===== config.mk =====
export PLATFORM = sky130hd
export DESIGN_NAME = byte_combiner
export DESIGN_NICKNAME = d
export VERILOG_FILES = /design/src/rtl/byte_combiner_pkg.sv /design/src/rtl/byte_combiner.sv
export SDC_FILE = /design/constraint.sdc
export NUM_CORES = 1
export LEC_CHECK = 0
export ABC_CLOCK_PERIOD_IN_PS = 2900
export CORE_MARGIN = 1
export CORE_UTILIZATION = 40
export CTS_BUF_LIST = sky130_fd_sc_hd__clkbuf_8 sky130_fd_sc_hd__clkbuf_16
export DETAILED_ROUTE_END_ITERATION = 16
export PLACE_DENSITY = 0.66
export SETUP_SLACK_MARGIN = 0.05
export SLEW_MARGIN = 25
export SYNTH_ARGS = -nofsm -noshare
export SYNTH_HDL_FRONTEND = slang
export SYNTH_SLANG_ARGS = --single-unit

===== constraint.sdc =====
create_clock -name clk -period 2.9 [get_ports clk]
set_clock_uncertainty 0.15 [all_clocks]
set_input_delay 0.435 -clock clk [delete_from_list [all_inputs] [get_ports clk]]
set_output_delay 0.435 -clock clk [all_outputs]
set_load 0.01 [all_outputs]

===== src/rtl/byte_combiner_pkg.sv =====
// Lane geometry shared by the byte combiner and the splitter-side serializer,
// so the byte order on the link is defined in exactly one place.
package byte_combiner_pkg;

    localparam int BYTE_W  = 8;
    localparam int LANES   = 4;
    localparam int WORD_W  = BYTE_W * LANES;
    localparam int CNT_W   = 2;
    localparam int COUNT_W = 3;

    // Position 0 is the first byte on the wire and occupies the most significant lane.
    function automatic int lane_msb(input int pos);
        return WORD_W - 1 - BYTE_W * pos;
    endfunction

endpackage


===== src/rtl/byte_combiner.sv =====
// Reassembles a serial byte stream into 32-bit words, first byte in [31:24].
// Short words are closed with in_last; clear drops a partially built word.
module byte_combiner
    import byte_combiner_pkg::*;
(
    input  logic                clk,
    input  logic                reset,
    input  logic                clear,
    input  logic                in_valid,
    output logic                in_ready,
    input  logic [BYTE_W-1:0]   in_byte,
    input  logic                in_last,
    output logic                out_valid,
    input  logic                out_ready,
    output logic [WORD_W-1:0]   out_word,
    output logic [COUNT_W-1:0]  out_count
);

    logic [CNT_W-1:0]   cnt_reg;
    logic [WORD_W-1:0]  asm_reg;
    logic               out_valid_reg;
    logic [WORD_W-1:0]  out_word_reg;
    logic [COUNT_W-1:0] out_count_reg;

    logic [WORD_W-1:0]  merged_word;
    logic               byte_accept;
    logic               word_done;
    logic               word_xfer;

    assign in_ready    = !out_valid_reg || out_ready;
    assign byte_accept = in_valid && in_ready;
    assign word_done   = byte_accept && !clear && ((cnt_reg == CNT_W'(LANES - 1)) || in_last);
    assign word_xfer   = out_valid_reg && out_ready;

    // Current byte drops into lane cnt; lanes after it are zeroed so short words are clean.
    genvar gi;
    generate
        for (gi = 0; gi < LANES; gi++) begin : g_lane
            localparam int HI = lane_msb(gi);
            always_comb begin
                if (cnt_reg == CNT_W'(gi)) begin
                    merged_word[HI -: BYTE_W] = in_byte;
                end else if (CNT_W'(gi) > cnt_reg) begin
                    merged_word[HI -: BYTE_W] = '0;
                end else begin
                    merged_word[HI -: BYTE_W] = asm_reg[HI -: BYTE_W];
                end
            end
        end
    endgenerate

    always_ff @(posedge clk or negedge reset) begin
        if (!reset) begin
            cnt_reg <= '0;
            asm_reg <= '0;
        end else if (clear || word_done) begin
            cnt_reg <= '0;
            asm_reg <= '0;
        end else if (byte_accept) begin
            cnt_reg <= cnt_reg + 1'b1;
            asm_reg <= merged_word;
        end
    end

    // A completing accept reloads the register even during a transfer, giving no bubble.
    always_ff @(posedge clk or negedge reset) begin
        if (!reset) begin
            out_valid_reg <= 1'b0;
            out_word_reg  <= '0;
            out_count_reg <= '0;
        end else if (word_done) begin
            out_valid_reg <= 1'b1;
            out_word_reg  <= merged_word;
            out_count_reg <= {1'b0, cnt_reg} + 1'b1;
        end else if (word_xfer) begin
            out_valid_reg <= 1'b0;
        end
    end

    assign out_valid = out_valid_reg;
    assign out_word  = out_word_reg;
    assign out_count = out_count_reg;

endmodule


==> results of run 1 <==
==> per-layer routing <==
layer	GRT usage, %	up-vias
met5	0	-
met4	8.32	0
met3	5.06	12
met2	25.1	59
met1	25.7	942
li1	-	868
==> cell usage in the layout (no fill, tap or decap) <==
| master | n |
|---|---|
| ha_1 | 4 |
| mux2_1 | 18 |
| nand4_1 | 2 |
| or3_1 | 1 |
| nor3b_1 | 1 |
| nand2_1 | 8 |
| clkinvlp_4 | 1 |
| buf_2 | 1 |
| and4_1 | 3 |
| nor4_4 | 1 |
| clkinv_2 | 1 |
| clkdlybuf4s50_1 | 49 |
| inv_1 | 11 |
| dlygate4sd3_1 | 1 |
| nor2b_1 | 1 |
| buf_4 | 5 |
| mux2_2 | 16 |
| a31oi_2 | 1 |
| or4_1 | 1 |
| a31oi_1 | 1 |
| or4b_2 | 1 |
| a22o_1 | 39 |
| buf_12 | 1 |
| dfrtp_1 | 62 |
| inv_2 | 2 |
| bufinv_16 | 2 |
| or2_2 | 1 |
| nor3_1 | 1 |
| and2b_1 | 1 |
| a21oi_1 | 3 |
| clkinv_4 | 1 |
| clkbuf_8 | 11 |
| o21ai_0 | 2 |
| nor2_1 | 2 |
| mux2i_1 | 9 |
| a31oi_4 | 1 |
==> kinds of logic (layout without fill, tap and decap cells) <==
| logic type | Yosys count | count (layout) | share of synthesized area [%] |
|---|---|---|---|
| DFF | 62 | 62 | 56.3 |
| AOI/OAI and AO/OA | 47 | 47 | 14.8 |
| muxes | 43 | 43 | 17.2 |
| buffers and inverters | 26 | 86 | 4.36 |
| and+or+nand+nor | 24 | 24 | 5.59 |
| adders and majority gates | 4 | 4 | 1.82 |
==> per-stage QoR <==
stage               setup slack [ns]  hold WS [ns]  std cells
floorplan                      0.911       -0.0106        206
global placement               0.432         0.308        326
detailed placement             0.410         0.308        326
CTS                            0.402         0.339        343
global route                   0.342         0.349        343
finish                         0.407         0.331        343
==> repair_timing <==
action,4_1_cts,5_1_grt
hold buffers,1,0
resized for setup,0,0
endpoints found under the hold margin,24,0
==> worst reg2reg max path: cells and delay by family, from the launching register on <==
| family | cells | cell delay (ns) |
|---|---|---|
| simple gates | 1 | 0.58 |
| buf+inv | 1 | 0.11 |
| fa+ha+maj | 1 | 0.41 |
| compound gates | 2 | 0.63 |
| flops | 1 | 0.39 |
==> how the worst max path moves through the flow <==
stage | from | endpoint | slack [ns] | depth (start not counted)
final | out_ready | in_ready | 0.41 | 4
after global routing | out_ready | in_ready | 0.34 | 4
after CTS | out_ready | in_ready | 0.40 | 4
after detailed placement | out_ready | in_ready | 0.41 | 4
after global placement | out_ready | in_ready | 0.43 | 4
after floorplan | cnt_reg[0]$_DFFE_PN0P_ | asm_reg[10]$_DFFE_PN0P_ | 0.91 | 5
==> final cells by class <==
cell class              instances  area (um2)
fillers                       550        2920
flip-flops and latches         62        1550
multi-input cells             118        1080
repair buffers                 57         563
clock buffers                  11         151
well taps                      77        96.3
clock inverters                 5        81.3
inverters                      13        48.8
==> power breakdown <==
| part | leakage [uW] | internal [uW] | switching [uW] |
|---|---|---|---|
| sequential | 0.000840 | 916 | 25.6 |
| clock | 0.000116 | 531 | 341 |
| combinational | 0.000639 | 154 | 132 |
| total | 0.00159 | 1600 | 498 |
==> metrics.md, run 1 <==
| Metric | Value |
|---|---|
| Clock Latency Late Sink | 0.34 ns |
| Clock sinks | 62 |
| Share of the core filled with cells | 55.1% |
| # H-tree levels | 3 |
| Final std cell area, no fill | 0.00358 mm2 |
| Final TNS setup | 0 ns |
| Max_slew headroom | 59.7% |
| Sequential fraction of the synthesis area | 56.3% |
| Setup CP Type | in -> out |
| Core area | 0.00649 mm2 |
| Count leader, synth | dfrtp_1 |
| # IOs | 51 |
| Buf+Inv Stages, Crit Path | 3 |
| DRT iter0 DRCs | 98 |
| Fmax | 401 MHz |
| Total iterations of the first detailed-routing run | 4 |
| ANT cells | 0 |
| Unique cell type count in the Yosys netlist | 29 |
| Vias in the first global route | 1827 |
| RD Place Congestion | 0.727 |
| Clk slew on worst S/H paths | 0.07 ns |
| Top cell type's share of synthesized area | 56.3% |
| RSZ-0062 raised after global routing | no |
| Synth top cells by count | 62 x dfrtp_1, 39 x a22o_1, 18 x mux2_1, 16 x mux2_2, 11 x inv_1 |
| Worst Max-Slew Pin Slew | 0.603 ns |
| First-pass GRT wire length | 9630 um |
| Via count | 1881 |
| Max reg flops | 32 |
| Drc violations | 0 |
| Routed Wire Length | 5960 um |
| Avg WL per Cell | 17.4 um |
| HP Start | out_word[18]$_DFFE_PN0P_ |
| Net count after synthesis | 224 |
| Placed Area | 0.00333 mm2 |
| Initial core utilization | 42.4% |
| DRT antenna net count | 0 |
| Slowest-stage cell, CP | clkdlybuf4s50_1 |
| Die area | 0.00722 mm2 |
| YS warnings | 0 |
| Max-cap violations | 0 |
| DRT met1 WL | 2860 um |
| Die Y | 85.0 um |
| Final Hold Vio Count | 0 |
| Synth area leaders | dfrtp_1 56%, a22o_1 12%, mux2_1 7.4%, mux2_2 6.5%, mux2i_1 3.3% |
| Layout overhead on the synthesized area | 29.8% |
| Worst setup SP type | input pin |
| DR WL met2 | 2610 um |
| CP arrival | 1.91 ns |
| Yosys top cell by area | dfrtp_1 |
| Number of flops mapped to enable cells by yosys | 0 |
| Initial antenna violation count | 0 |
| Worst hold path class | reg -> reg |
| Clk buf depth | 2 |
| Nets | 279 |
| Worst setup EP type | output port |
| Root Driver | clkbuf_8 |
| Die Span X | 85.0 um |
| R2R Setup Slk | 0.58 ns |
| Worst-path fanout max | 9 |
| Final period util | 86.0% |
| Overall Global Routing Usage | 17.9% |
| Most frequent CP cell | clkdlybuf4s50_1 |
| Hold EP | out_word[18]$_DFFE_PN0P_ |
| Dpl hpwl | 3910 um |
| Aggregate global routing overflow | 0 |
| PD cells | 587 mW/mm2 |
| Syn avg cell area | 13.4 um2 |
| Pwr Total | 2100 uW |
| FF-to-FF End | asm_reg[21]$_DFFE_PN0P_ |
| CP top delay family | buffers and inverters |
| Slowest cell delay on critical path | 0.58 ns |
| Leakage | 0.00159 uW |
| WHS Path Cells | 1 |
| Post-route minimum period | 2.49 ns |
| Proportion of layout cells with a drive suffix above 1 | 17.3% |
| Critical-path cell list | clkdlybuf4s50_1 -> and2b_1 -> inv_2 -> clkdlybuf4s50_1 |
| Max-slew violations | 0 |
| DR top layer | met4 |
| Finish-stage setup viols | 0 |
| Async S/R FF share, synth | 100% |
| Via/cell ratio | 5.48 |
| FF-to-FF Start | cnt_reg[0]$_DFFE_PN0P_ |
| #FFs+latches synth | 62 |
| Placement row count | 29 |
| PortBufs | 50 |
| Met3 wire len | 373 um |
| Setup Buffers After CTS | 0 |
| Primary FF master, synth | dfrtp_1 |
| CTS tree | done |
| Status | finished clean |
| Largest net degree at the start of global routing | 27 |
| CTS buffer count | 9 |
| R2R cell count | 5 |
| Mapped Cells | 206 |
| VDD IR max | 0.000301 V |
| CP required | 2.32 ns |
| Syn Std Cell Area | 0.00276 mm2 |
(Power assumes the default switching activity.)
==> run 2, diff against run 1 <==
--- a/config.mk
+++ b/config.mk
@@ -6,6 +6,7 @@
 export NUM_CORES = 1
 export LEC_CHECK = 0
 export ABC_CLOCK_PERIOD_IN_PS = 2900
+export CAP_MARGIN = 5
 export CORE_MARGIN = 1
 export CORE_UTILIZATION = 40
 export CTS_BUF_LIST = sky130_fd_sc_hd__clkbuf_8 sky130_fd_sc_hd__clkbuf_16
==> results of run 2 <==
Same layout as run 1: the final DEF is identical, and so are final timing and power.
